<file path="config.mk">
export PLATFORM = sky130hd
export DESIGN_NAME = count_limit_monitor
export DESIGN_NICKNAME = d
export VERILOG_FILES = /design/src/rtl/count_limit_monitor.sv
export SDC_FILE = /design/constraint.sdc
export NUM_CORES = 1
export LEC_CHECK = 0
export CELL_PAD_IN_SITES_DETAIL_PLACEMENT = 0
export CELL_PAD_IN_SITES_GLOBAL_PLACEMENT = 1
export CORE_ASPECT_RATIO = 0.75
export CORE_MARGIN = 2
export CORE_UTILIZATION = 41
export DETAILED_ROUTE_END_ITERATION = 8
export MAX_ROUTING_LAYER = met4
export PLACE_DENSITY = 0.84
export SLEW_MARGIN = 20
export SYNTH_ARGS = -nofsm -noshare
export SYNTH_HDL_FRONTEND = slang
export SYNTH_SLANG_ARGS = --single-unit
</file>
<file path="constraint.sdc">
create_clock -name clk -period 7.05 [get_ports clk]
set_clock_uncertainty 0.15 [all_clocks]
set_input_delay 1.0575 -clock clk [delete_from_list [all_inputs] [get_ports clk]]
set_output_delay 1.0575 -clock clk [all_outputs]
set_load 0.05 [all_outputs]
</file>
<file path="src/rtl/count_limit_monitor.sv">
// Purpose: passive observer of an up/down counter; flags wraps, tallies them, raises sticky window alarms.
// Latency: 1 clk edge from the sampled count/mode/limits to every registered output.
// Backpressure: none; samples every edge and never drives the counter.
module count_limit_monitor #(
    parameter int WIDTH = 8,
    parameter int HOLD  = 4,
    parameter int CW    = 8
) (
    input  logic             clk,
    input  logic             clr,
    input  logic [WIDTH-1:0] count,
    input  logic             mode,
    input  logic [WIDTH-1:0] lo_lim,
    input  logic [WIDTH-1:0] hi_lim,
    input  logic             ack,
    output logic             wrap_up,
    output logic             wrap_dn,
    output logic [CW-1:0]    wrap_cnt,
    output logic             alarm_hi,
    output logic             alarm_lo,
    output logic             cfg_err
);

    typedef enum logic [2:0] {
        IN_WIN,
        QUAL_HI,
        ALM_HI,
        QUAL_LO,
        ALM_LO
    } state_t;

    localparam logic [WIDTH-1:0] CNT_MAX  = {WIDTH{1'b1}};
    localparam logic [CW-1:0]    WCNT_MAX = {CW{1'b1}};
    localparam logic [7:0]       HOLD_Q   = 8'(HOLD);
    localparam bit               HOLD_ONE = (HOLD == 1);

    state_t           state;
    logic [7:0]       qcnt;
    logic [WIDTH-1:0] prev_count;
    logic             prev_vld;

    logic             above;
    logic             below;
    logic             cfg_bad;
    logic             up_ev;
    logic             dn_ev;
    logic             qual_done;

    // Combinational classification of the current sample against the window and the previous sample.
    always_comb begin
        above     = 1'b0;
        below     = 1'b0;
        cfg_bad   = 1'b0;
        up_ev     = 1'b0;
        dn_ev     = 1'b0;
        qual_done = 1'b0;
        above     = count > hi_lim;
        below     = count < lo_lim;
        cfg_bad   = lo_lim > hi_lim;
        // Direction must match the jump, otherwise it is a load, not a wrap.
        up_ev     = prev_vld && (prev_count == CNT_MAX) && (count == '0) && mode;
        dn_ev     = prev_vld && (prev_count == '0) && (count == CNT_MAX) && !mode;
        qual_done = (qcnt + 8'd1) == HOLD_Q;
    end

    // Wrap detection, saturating wrap tally and registered config error.
    always_ff @(posedge clk) begin
        if (clr) begin
            prev_count <= '0;
            prev_vld   <= 1'b0;
            wrap_up    <= 1'b0;
            wrap_dn    <= 1'b0;
            wrap_cnt   <= '0;
            cfg_err    <= 1'b0;
        end else begin
            prev_count <= count;
            prev_vld   <= 1'b1;
            wrap_up    <= up_ev;
            wrap_dn    <= dn_ev;
            cfg_err    <= cfg_bad;
            // ack restarts the tally, but a wrap on the same edge is still counted.
            if (ack) begin
                wrap_cnt <= (up_ev || dn_ev) ? CW'(1) : '0;
            end else if ((up_ev || dn_ev) && (wrap_cnt != WCNT_MAX)) begin
                wrap_cnt <= wrap_cnt + CW'(1);
            end
        end
    end

    // Window qualification FSM with sticky alarms released only by ack outside the offending side.
    always_ff @(posedge clk) begin
        if (clr) begin
            state    <= IN_WIN;
            qcnt     <= 8'd0;
            alarm_hi <= 1'b0;
            alarm_lo <= 1'b0;
        end else if (cfg_bad) begin
            state    <= IN_WIN;
            qcnt     <= 8'd0;
            alarm_hi <= 1'b0;
            alarm_lo <= 1'b0;
        end else begin
            case (state)
                IN_WIN: begin
                    if (above) begin
                        state    <= HOLD_ONE ? ALM_HI : QUAL_HI;
                        qcnt     <= HOLD_ONE ? 8'd0 : 8'd1;
                        alarm_hi <= HOLD_ONE;
                        alarm_lo <= 1'b0;
                    end else if (below) begin
                        state    <= HOLD_ONE ? ALM_LO : QUAL_LO;
                        qcnt     <= HOLD_ONE ? 8'd0 : 8'd1;
                        alarm_hi <= 1'b0;
                        alarm_lo <= HOLD_ONE;
                    end else begin
                        qcnt     <= 8'd0;
                        alarm_hi <= 1'b0;
                        alarm_lo <= 1'b0;
                    end
                end
                QUAL_HI: begin
                    alarm_lo <= 1'b0;
                    if (above && qual_done) begin
                        state    <= ALM_HI;
                        qcnt     <= 8'd0;
                        alarm_hi <= 1'b1;
                    end else if (above) begin
                        qcnt     <= qcnt + 8'd1;
                        alarm_hi <= 1'b0;
                    end else if (below) begin
                        state    <= QUAL_LO;
                        qcnt     <= 8'd1;
                        alarm_hi <= 1'b0;
                    end else begin
                        state    <= IN_WIN;
                        qcnt     <= 8'd0;
                        alarm_hi <= 1'b0;
                    end
                end
                QUAL_LO: begin
                    alarm_hi <= 1'b0;
                    if (below && qual_done) begin
                        state    <= ALM_LO;
                        qcnt     <= 8'd0;
                        alarm_lo <= 1'b1;
                    end else if (below) begin
                        qcnt     <= qcnt + 8'd1;
                        alarm_lo <= 1'b0;
                    end else if (above) begin
                        state    <= QUAL_HI;
                        qcnt     <= 8'd1;
                        alarm_lo <= 1'b0;
                    end else begin
                        state    <= IN_WIN;
                        qcnt     <= 8'd0;
                        alarm_lo <= 1'b0;
                    end
                end
                ALM_HI: begin
                    qcnt     <= 8'd0;
                    alarm_lo <= 1'b0;
                    alarm_hi <= 1'b1;
                    if (!above && ack) begin
                        alarm_hi <= 1'b0;
                        if (below) begin
                            state    <= HOLD_ONE ? ALM_LO : QUAL_LO;
                            qcnt     <= HOLD_ONE ? 8'd0 : 8'd1;
                            alarm_lo <= HOLD_ONE;
                        end else begin
                            state <= IN_WIN;
                        end
                    end
                end
                ALM_LO: begin
                    qcnt     <= 8'd0;
                    alarm_hi <= 1'b0;
                    alarm_lo <= 1'b1;
                    if (!below && ack) begin
                        alarm_lo <= 1'b0;
                        if (above) begin
                            state    <= HOLD_ONE ? ALM_HI : QUAL_HI;
                            qcnt     <= HOLD_ONE ? 8'd0 : 8'd1;
                            alarm_hi <= HOLD_ONE;
                        end else begin
                            state <= IN_WIN;
                        end
                    end
                end
                default: begin
                    state    <= IN_WIN;
                    qcnt     <= 8'd0;
                    alarm_hi <= 1'b0;
                    alarm_lo <= 1'b0;
                end
            endcase
        end
    end

endmodule

</file>
==> results.cfg <==
[status]
status = finished clean

[cts]
worstSkewPairLatency_ns = 0.28
clkTransAtPathRegs_ns = 0.07
cts_root_buf = clkbuf_8
tritoncts = built
cts_inserted_buffers = 5
clkSinkCount = 33
postCtsSetupBuffers = 0
htreeDepth = 2
clock_tree.buffer_depth = 2
cts-resized-gates = 0
postCtsHoldBufs = 0

[floorplanning]
die_h_um = 66.58
placeableCoreArea_um2 = 4955
start_util_pct = 43.21
die_w_um = 87.44
num_io_pins = 41
rows = 22
dieArea_um2 = 5822

[power]
combPwrFrac_pct = 24.2
switchingPower_uw = 155.8
p_leak_nw = 1.028
seq_power_share_pct = 40.9
power.internal_uw = 357.3
ir_worst_vdd_mv = 0.09137
power_density_nw_per_um2 = 190.2
clockPowerShare_pct = 35.0
power.share.switching_pct = 30.36

[detailed_routing]
highest_layer = met4
drt_iter0_drc = 105
wl_per_cell_um = 13.26
via_count = 1894
drtAntennaViolNets = 0
via_per_inst = 5.232
drt-pass1-iter-count = 4
route.met2.wl_um = 1866
wl_met1_um = 2663
wl_met3_um = 262
totalWireLength_um = 4801
drc = 0

[synth]
syn_nets = 315
yosys-top-cells-area = dfxtp_1 31%, ha_1 15%, a21oi_1 4.7%
async_reset_ff_share_pct = 0
synth_edf_count = 0
synth_common_cells = 33 x dfxtp_1, 26 x ha_1, 26 x nor2_1
ys_warn_count = 0
syn_avg_cell_area_um2 = 8.202
synth_top_area_cell = dfxtp_1
yosys.area.top_type_share_pct = 30.86
ys_types = 43
ys_seq_area_share_pct = 30.86
synth_area_um2 = 2141
synthCells = 261
ys.flop_type = dfxtp_1
yosysMostFrequentCell = dfxtp_1
ys_seq_elements = 33

[timing]
grt_setup_unrepaired = false
fin_setup_tns_ns = 0
finalCriticalPeriod_ns = 3.665
fmax_mhz = 272.9
worst_slew_pin_slew_ns = 0.8807
relSlewSlack_pct = 40.78
setup_slack_ns = 3.385
slew_violations = 0
finalCritPeriodShare_pct = 51.98
fin_hold_ws_ns = 0.3679
setup_viol = 0
hold_viol = 0

[setup_path]
path_max_fanout = 9
critPathLaunch = lo_lim[7]
critPathArrivalTime_ns = 3.69
critPathCaptureType = flip-flop
r2r-start = prev_count[0]
criticalPathCategory = in2reg
rrSetupSlack_ns = 4.74
crit_required_ns = 7.07
crit_path_start_kind = input port
worstReg2RegEnd = wrap_cnt[3]
reg2regPathDepth = 6

[global_routing]
first_global_vias = 1759
grt_max_degree = 15
overflow = 0
track_usage_pct = 19.03
antenna_found_initial = 0
grt_pass1_wl_um = 8376

[placement]
dpl.hpwl_um = 3789
gp_congestion = 0.9102
io_buffers = 40
placed_cells = 354
preCtsSetupSlack_ns = 3.156

[hold_path]
whs_path_depth = 2
hold-path-endpoint = qcnt[7]
min_path_type = reg2reg
worstHoldStart = qcnt[7]

[final_layout]
final_layout_size_suffix_gt1_share_pct = 5.298
nets = 355
insertedDiodeCount = 0
fin_cells = 362
final_core_util_pct = 54.44
syn_to_final_growth_pct = 26.01

[job]
cap_violations = 0
-- power by group through the flow --
| stage | clock (mW) | sequential, mW | combinational [mW] |
|---|---|---|---|
| final | 0.179 | 0.210 | 0.124 |
| after global routing | 0.193 | 0.212 | 0.142 |
| after CTS | 0.186 | 0.209 | 0.123 |
| after detailed placement | 0 | 0.213 | 0.122 |
| after global placement | 0 | 0.214 | 0.123 |
| after floorplan | 0 | 0.210 | 0.0834 |
-- state kept, by name, summed over array words and instances, names as in the netlist --
register,flops
wrap_up,1
alarm_lo,1
cfg_err,1
alarm_hi,1
prev_count,8
qcnt,8
wrap_cnt,8
wrap_dn,1
prev_vld,1
state,3
-- kinds of logic after synthesis --
group	share of synthesized area, %
AND/OR/NAND/NOR	26.94
AO/OA/AOI/OAI	16.31
flip-flops	30.86
buffers and inverters	5.260
adder cells (fa/ha/maj)	15.20
XOR/XNOR	4.500
multiplexers	0.9352
-- cells in the final DEF, fill, tap and decap left out, types with 2 or more instances in the layout --
cell,Yosys,final
nor2b_1,11,11
a211o_1,3,3
nand2b_1,5,5
nor3_2,2,2
ha_1,26,26
o211ai_1,4,4
a21oi_1,20,20
or2_2,4,4
a211oi_1,3,3
nand4_1,10,10
or3_1,2,2
clkdlybuf4s50_1,0,40
dfxtp_1,33,33
nand3b_1,4,4
nand2_1,11,11
inv_1,21,21
xnor2_1,6,6
nor2_1,26,26
or4_1,2,2
nor4_1,2,2
nand3_1,9,9
clkbuf_8,0,5
nor3_1,7,7
o31ai_1,2,2
a31oi_1,2,2
or2_1,3,3
xor2_1,5,5
mux2i_1,2,2
o21a_1,5,5
o21ai_0,11,11
-- cell type report --
type,count,area [um^2]
clock inverters,3,46.29
clock buffers,5,68.82
flip-flops and latches,33,660.6
inverters,21,78.83
repair buffers,40,400.4
fillers,468,2257
multi-input cells,200,1368
well taps,60,75.07
-- critical path, stage by stage --
cell,delay [ns]
clkdlybuf4s50_1,0.52
inv_1,0.06
ha_1,0.31
nand4_1,0.15
o31ai_1,0.78
or2_1,0.29
a211o_1,0.21
or2_1,0.23
nor2_1,0.08
-- per-layer routing --
metal  vias up  GRT usage, %
li1       1009             -
met1       836         28.23
met2        47         26.14
met3         2         3.841
met4         0         4.615
met5         -             -
-- worst max path at each step --
| stage | end | slack, ns |
|---|---|---|
| final | qcnt[4] | 3.39 |
| after global routing | state[1] | 3.20 |
| after CTS | qcnt[4] | 3.44 |
| after detailed placement | qcnt[4] | 3.16 |
| after global placement | qcnt[2] | 3.21 |
| after floorplan | qcnt[2] | 3.87 |
-- per-stage QoR --
stage / cell area, um^2 / power (mW)
final: 2698 / 0.5130
after global routing: 2698 / 0.5463
after CTS: 2698 / 0.5184
after detailed placement: 2582 / 0.3352
after global placement: 2582 / 0.3367
after floorplan: 2141 / 0.2936
Note: power is estimated with default switching activity, not from simulation.
==> variant 1: new RTL, same flow settings <==
Register the input `mode` before use. The logic sees it one clock later. The other inputs are not delayed to match. Comments in the files are not updated.
--- a/src/rtl/count_limit_monitor.sv
+++ b/src/rtl/count_limit_monitor.sv
@@ -36,2 +36,8 @@
 
+    logic mode_q;
+
+    always_ff @(posedge clk) begin
+        mode_q <= mode;
+    end
+
     state_t           state;
@@ -60,4 +66,4 @@
         // Direction must match the jump, otherwise it is a load, not a wrap.
-        up_ev     = prev_vld && (prev_count == CNT_MAX) && (count == '0) && mode;
-        dn_ev     = prev_vld && (prev_count == '0) && (count == CNT_MAX) && !mode;
+        up_ev     = prev_vld && (prev_count == CNT_MAX) && (count == '0) && mode_q;
+        dn_ev     = prev_vld && (prev_count == '0) && (count == CNT_MAX) && !mode_q;
         qual_done = (qcnt + 8'd1) == HOLD_Q;
Formal check against the unedited RTL: not equivalent (a bounded check fails within 4 cycles, from zero or initial values).
==> variant 1 against the original RTL <==
Largest cell class unchanged. Non-clock buffer count is the same. Area after synthesis up 0.99%. Sequential share of layout area is 0.48 points higher. Wire length fell by 1.3%. Die area up 0.94%. Global-route usage fell by 0.75 points. Sequential cell count is 1 higher. Total power fell by 4.5%. Fmax grew 2.9%. Design area is 1.1% higher. Setup slack better by 0.10 ns. Highest routed layer unchanged. Critical endpoint is now qcnt[2].
==> variant 1: results (changes against the original RTL) <==
[route]
wl_met3_um = 259  ; was 262 um
wl_met2_mm = 1.883  ; was 1.866 mm
highest_layer = met4  ; unchanged
vias_per_cell = 5.172  ; was 5.232
wl_per_cell_um = 12.94  ; was 13.26 um
drtPass1Iterations = 4  ; unchanged
drt_iter0_markers = 66  ; was 105
met1_length_mm = 2.565  ; was 2.663 mm

[synthesis]
yosysWarningCount = 0  ; unchanged
synth_nets = 308  ; was 315
ys_top_cells_by_area = dfxtp_1 (31%), ha_1 (15%), xor2_1 (4.9%)  ; was dfxtp_1 (31%), ha_1 (15%), a21oi_1 (4.7%)
syn_inst = 254  ; was 261
synth-main-ff-cell = dfxtp_1  ; unchanged
yosysSeqAreaShare = 0.3148  ; was 0.3086
synth.distinct_cells = 47  ; was 43
synthTopCellsByCount = dfxtp_1 (34), ha_1 (26), nor2_1 (21)  ; was dfxtp_1 (33), ha_1 (26), nor2_1 (26)
async_reset_ff_frac = 0  ; unchanged

[place]
gp_congestion = 0.8363  ; was 0.9102
dpl.hpwl_mm = 3.843  ; was 3.789 mm
placed_cell_area_um2 = 2613  ; was 2582 um^2
place_inst = 358  ; was 354
dp_slack_ns = 3.218  ; was 3.156 ns

[global_routing]
grt_pass1_wl_mm = 8.148  ; was 8.376 mm
grt.met2_usage = 0.2434  ; was 0.2614
grt_pass1_vias = 1721  ; was 1,759
met3_usage = 0.04089  ; was 0.03841
use_met1 = 0.2752  ; was 0.2823
antenna_found_initial = 0  ; unchanged
grtUsageTotal = 0.1828  ; was 0.1903

[clock_tree]
clkTransAtPathRegs_ns = 0.07  ; about the same
htreeDepth = 2  ; unchanged
cts_root_buf = clkbuf_8  ; unchanged
clockBufferDepth = 2  ; unchanged
cts_buffers = 5  ; unchanged

[cells_and_area]
layout-drive-gt1-share = 0.07483  ; was 0.05298
nets = 347  ; was 355
fill_cells = 465  ; was 468
fin_cells = 366  ; was 362
ff_latch_area_um2 = 680.7  ; was 660.6 um^2

[outcome]
status = finished clean  ; unchanged

[setup_path]
crit_family = compound AO/OA/AOI/OAI gates  ; unchanged
worst-r2r-setup-slack_ns = 4.74  ; about the same
cp.arrival_ns = 3.63  ; was 3.69 ns
cp_max_fo = 12  ; was 9
slowest_stage = or4_4  ; was o31ai_1
max_stage_delay_ns = 0.58  ; was 0.78 ns

[power]
vdd_drop_max_v = 0.0001180  ; was 0.00009137 V
p_leak_nw = 1.071  ; was 1.028 nW

[timing]
timing.slew.headroom = 0.4565  ; was 0.4078
fmaxAchievable_mhz = 280.8  ; was 272.9 MHz

[min_path]
worstHoldPathType = reg2reg  ; unchanged

## variant 1: changes by cell type after synthesis, sizes merged, moves of 4 or more
cell / before / now
or2: 7 / 3
xnor2: 6 / 1
nor3: 9 / 5
o21a: 5 / 1
o21ai: 11 / 4
xor2: 5 / 12
and3: 1 / 5
nand3b: 4 / 0
## variant 1: path summary, 6_finish.rpt
check	to	from	cells past startpoint
setup / recovery	qcnt[2]	count[2]	9
hold / removal	wrap_cnt[6]	wrap_cnt[6]	2
setup reg to reg	wrap_cnt[7]	prev_count[5]	7
hold reg to reg	wrap_cnt[6]	wrap_cnt[6]	2
## variant 1: layout make-up
type | count | share of cell area
Multi-Input combinational cell | 192 | 0.5011
Sequential cell | 34 | 0.2497
Timing Repair Buffer | 40 | 0.1469
Tap cell | 72 | 0.03304
Inverter | 20 | 0.02754
Clock buffer | 5 | 0.02524
Clock inverter | 3 | 0.01652
## variant 1: cell families (layout without fill, tap and decap cells)
logic type | count (synthesis) | after routing | share of synthesized area
multiplexers | 3 | 3 | 0.01389
buffers and inverters | 28 | 68 | 0.05555
AO/OA/AOI/OAI | 48 | 48 | 0.1516
AND/OR/NAND/NOR | 102 | 102 | 0.2610
flip-flops | 34 | 34 | 0.3148
XOR/XNOR | 13 | 13 | 0.05266
adder cells (fa/ha/maj) | 26 | 26 | 0.1505
## variant 1: stage by stage
step	power, mW	hold slack, ns
after CTS	0.4942	0.3956
after global placement	0.3162	0.3796
final	0.4898	0.3881
after detailed placement	0.3165	0.3693
after global routing	0.5184	0.4404
after floorplan	0.2795	0.3338
## variant 1: power breakdown
group	switching (mW)	internal [mW]	total [mW]
registers	0.0106	0.200	0.210
logic	0.0564	0.0467	0.103
clock network	0.0715	0.105	0.177
total	0.138	0.351	0.490
==> variant 2: new RTL, same flow settings <==
Without the edit above. Change the parameter `WIDTH` from 8 to 6.
--- a/src/rtl/count_limit_monitor.sv
+++ b/src/rtl/count_limit_monitor.sv
@@ -4,3 +4,3 @@
 module count_limit_monitor #(
-    parameter int WIDTH = 8,
+    parameter int WIDTH = 6,
     parameter int HOLD  = 4,
Interface: changed (resized count, hi_lim and lo_lim); port bits go from 41 to 35. No check against the original RTL was run, so the function may have changed too.
==> variant 2 against the original RTL <==
Total power down 17%. Wire length down 13%. Core utilization down 1.1 points. Design area down 11%. Sequential cell count down 2. Clock power down 20%. Fmax up 5.4%. Die area down 9.5%. Final cell count down 12%. Setup slack better by 0.19 ns. First-iteration DRC count down 32%. Sequential share of layout area up 1.4 points. Area after synthesis down 10%. Critical path depth unchanged.
==> variant 2: results (changes against the original RTL) <==
[global_routing]
grt_pass1_vias = 1579  ; was 1,759
met3_usage = 0.05242  ; was 0.03841
grt.met2_usage = 0.2399  ; was 0.2614
grt_pass1_wl_mm = 7.155  ; was 8.376 mm
grt_start_max_net_pins = 13  ; was 15
grtUsageTotal = 0.1732  ; was 0.1903
antenna_found_initial = 0  ; unchanged
use_met1 = 0.2376  ; was 0.2823

[min_path]
worstHoldPathType = reg2reg  ; unchanged
min_from = qcnt[7]  ; unchanged

[synthesis]
yosysWarningCount = 0  ; unchanged
yosysSeqAreaShare = 0.3223  ; was 0.3086
synth_top_area_share = 0.3223  ; was 0.3086
ys_top_cells_by_area = dfxtp_1 (32%), ha_1 (13%), nor2_1 (4.7%)  ; was dfxtp_1 (31%), ha_1 (15%), a21oi_1 (4.7%)
async_reset_ff_frac = 0  ; unchanged
synth_nets = 271  ; was 315
synthTopCellsByCount = dfxtp_1 (31), nor2_1 (24), ha_1 (20), inv_1 (20), a21oi_1 (14)  ; was dfxtp_1 (33), ha_1 (26), nor2_1 (26)
synth.distinct_cells = 47  ; was 43

[power]
vdd_drop_max_v = 0.00007893  ; was 0.00009137 V
p_leak_nw = 0.9531  ; was 1.028 nW

[place]
portBuffers = 34  ; was 40
placed_cell_area_um2 = 2310  ; was 2582 um^2
dp_slack_ns = 3.304  ; was 3.156 ns
dpl.hpwl_mm = 3.283  ; was 3.789 mm
gp_congestion = 0.8401  ; was 0.9102

[route]
met1_length_mm = 2.196  ; was 2.663 mm
highest_layer = met4  ; unchanged
drt_iter0_markers = 71  ; was 105
wl_met3_um = 237  ; was 262 um
vias = 1674  ; was 1,894
drtPass1Iterations = 4  ; unchanged
wl_per_cell_um = 13.06  ; was 13.26 um
wl_met2_mm = 1.686  ; was 1.866 mm

[cells_and_area]
antenna_cells = 0  ; unchanged
layout-drive-gt1-share = 0.07985  ; was 0.05298
reg_top3 = qcnt: 8 flops, wrap_cnt: 8 flops, prev_count: 6 flops  ; was prev_count: 8 flops, qcnt: 8 flops, wrap_cnt: 8 flops
nets = 305  ; was 355
fill_cells = 432  ; was 468

[clock_tree]
cts_root_buf = clkbuf_8  ; unchanged
clockBufferDepth = 2  ; unchanged
cts_buffers = 5  ; unchanged
clkTransAtPathRegs_ns = 0.07  ; about the same
htreeDepth = 2  ; unchanged
cts_setup_buffers = 0  ; unchanged

[timing]
fmaxAchievable_mhz = 287.6  ; was 272.9 MHz
tightest_slew_ns = 0.5969  ; was 0.8807 ns

[setup_path]
cp.arrival_ns = 3.53  ; was 3.69 ns
crit_start = count[3]  ; was lo_lim[7]
r2r_start = qcnt[0]  ; was prev_count[0]
worstRegToRegCells = 8  ; was 6
cp_max_fo = 5  ; was 9

[outcome]
status = finished clean  ; unchanged

-- variant 2: cell count changes in the layout (fill, tap and decap cells not counted), moves of 4 or more --
cell             delta
a21oi_1             -6
clkdlybuf4s50_1     -6
ha_1                -6
nand2b_1            -4
nand4_1             -5
nor3_1              -5
o21a_1              -4
o21ai_0             -5
-- variant 2: worst paths after layout --
path                            endpoint  slack, ns
worst max-delay path            state[1]       3.57
worst min-delay path             qcnt[7]       0.38
worst max register to register  state[0]       4.65
worst min register to register   qcnt[7]       0.38
-- variant 2: kinds of logic after synthesis --
logic type / share of synthesized area
fa+ha+maj: 0.1300
mux: 0.01105
compound gates: 0.1657
xor+xnor: 0.05913
flops: 0.3223
buf+inv: 0.05328
simple gates: 0.2586
-- variant 2: through the flow --
stage,instances,utilization
final,320,0.5336
after global routing,320,0.5336
after CTS,320,0.5336
after detailed placement,313,0.5141
after global placement,313,0.5141
after floorplan,229,-
-- variant 2: power breakdown --
group / switching (mW) / internal [mW] / total, mW
clock network: 0.0667 / 0.0765 / 0.143
logic: 0.0512 / 0.0415 / 0.0927
registers: 0.0105 / 0.182 / 0.192
-- variant 2: worst max-delay path, stage by stage --
cell             delay [ns]
clkdlybuf4s50_1        0.52
ha_1                   0.37
and4_1                 0.20
mux2_2                 0.26
a31oi_1                0.37
o21ai_0                0.15
o221ai_1               0.28
nand2_1                0.08
o31ai_1                0.22
-- variant 2: area by class of cell --
| type | instances | share of cell area |
|---|---|---|
| repair buffers | 34 | 0.1420 |
| inverters | 20 | 0.03132 |
| clock inverters | 1 | 0.002088 |
| well taps | 57 | 0.02975 |
| clock buffers | 6 | 0.03445 |
| multi-input cells | 171 | 0.5016 |
| flip-flops and latches | 31 | 0.2589 |
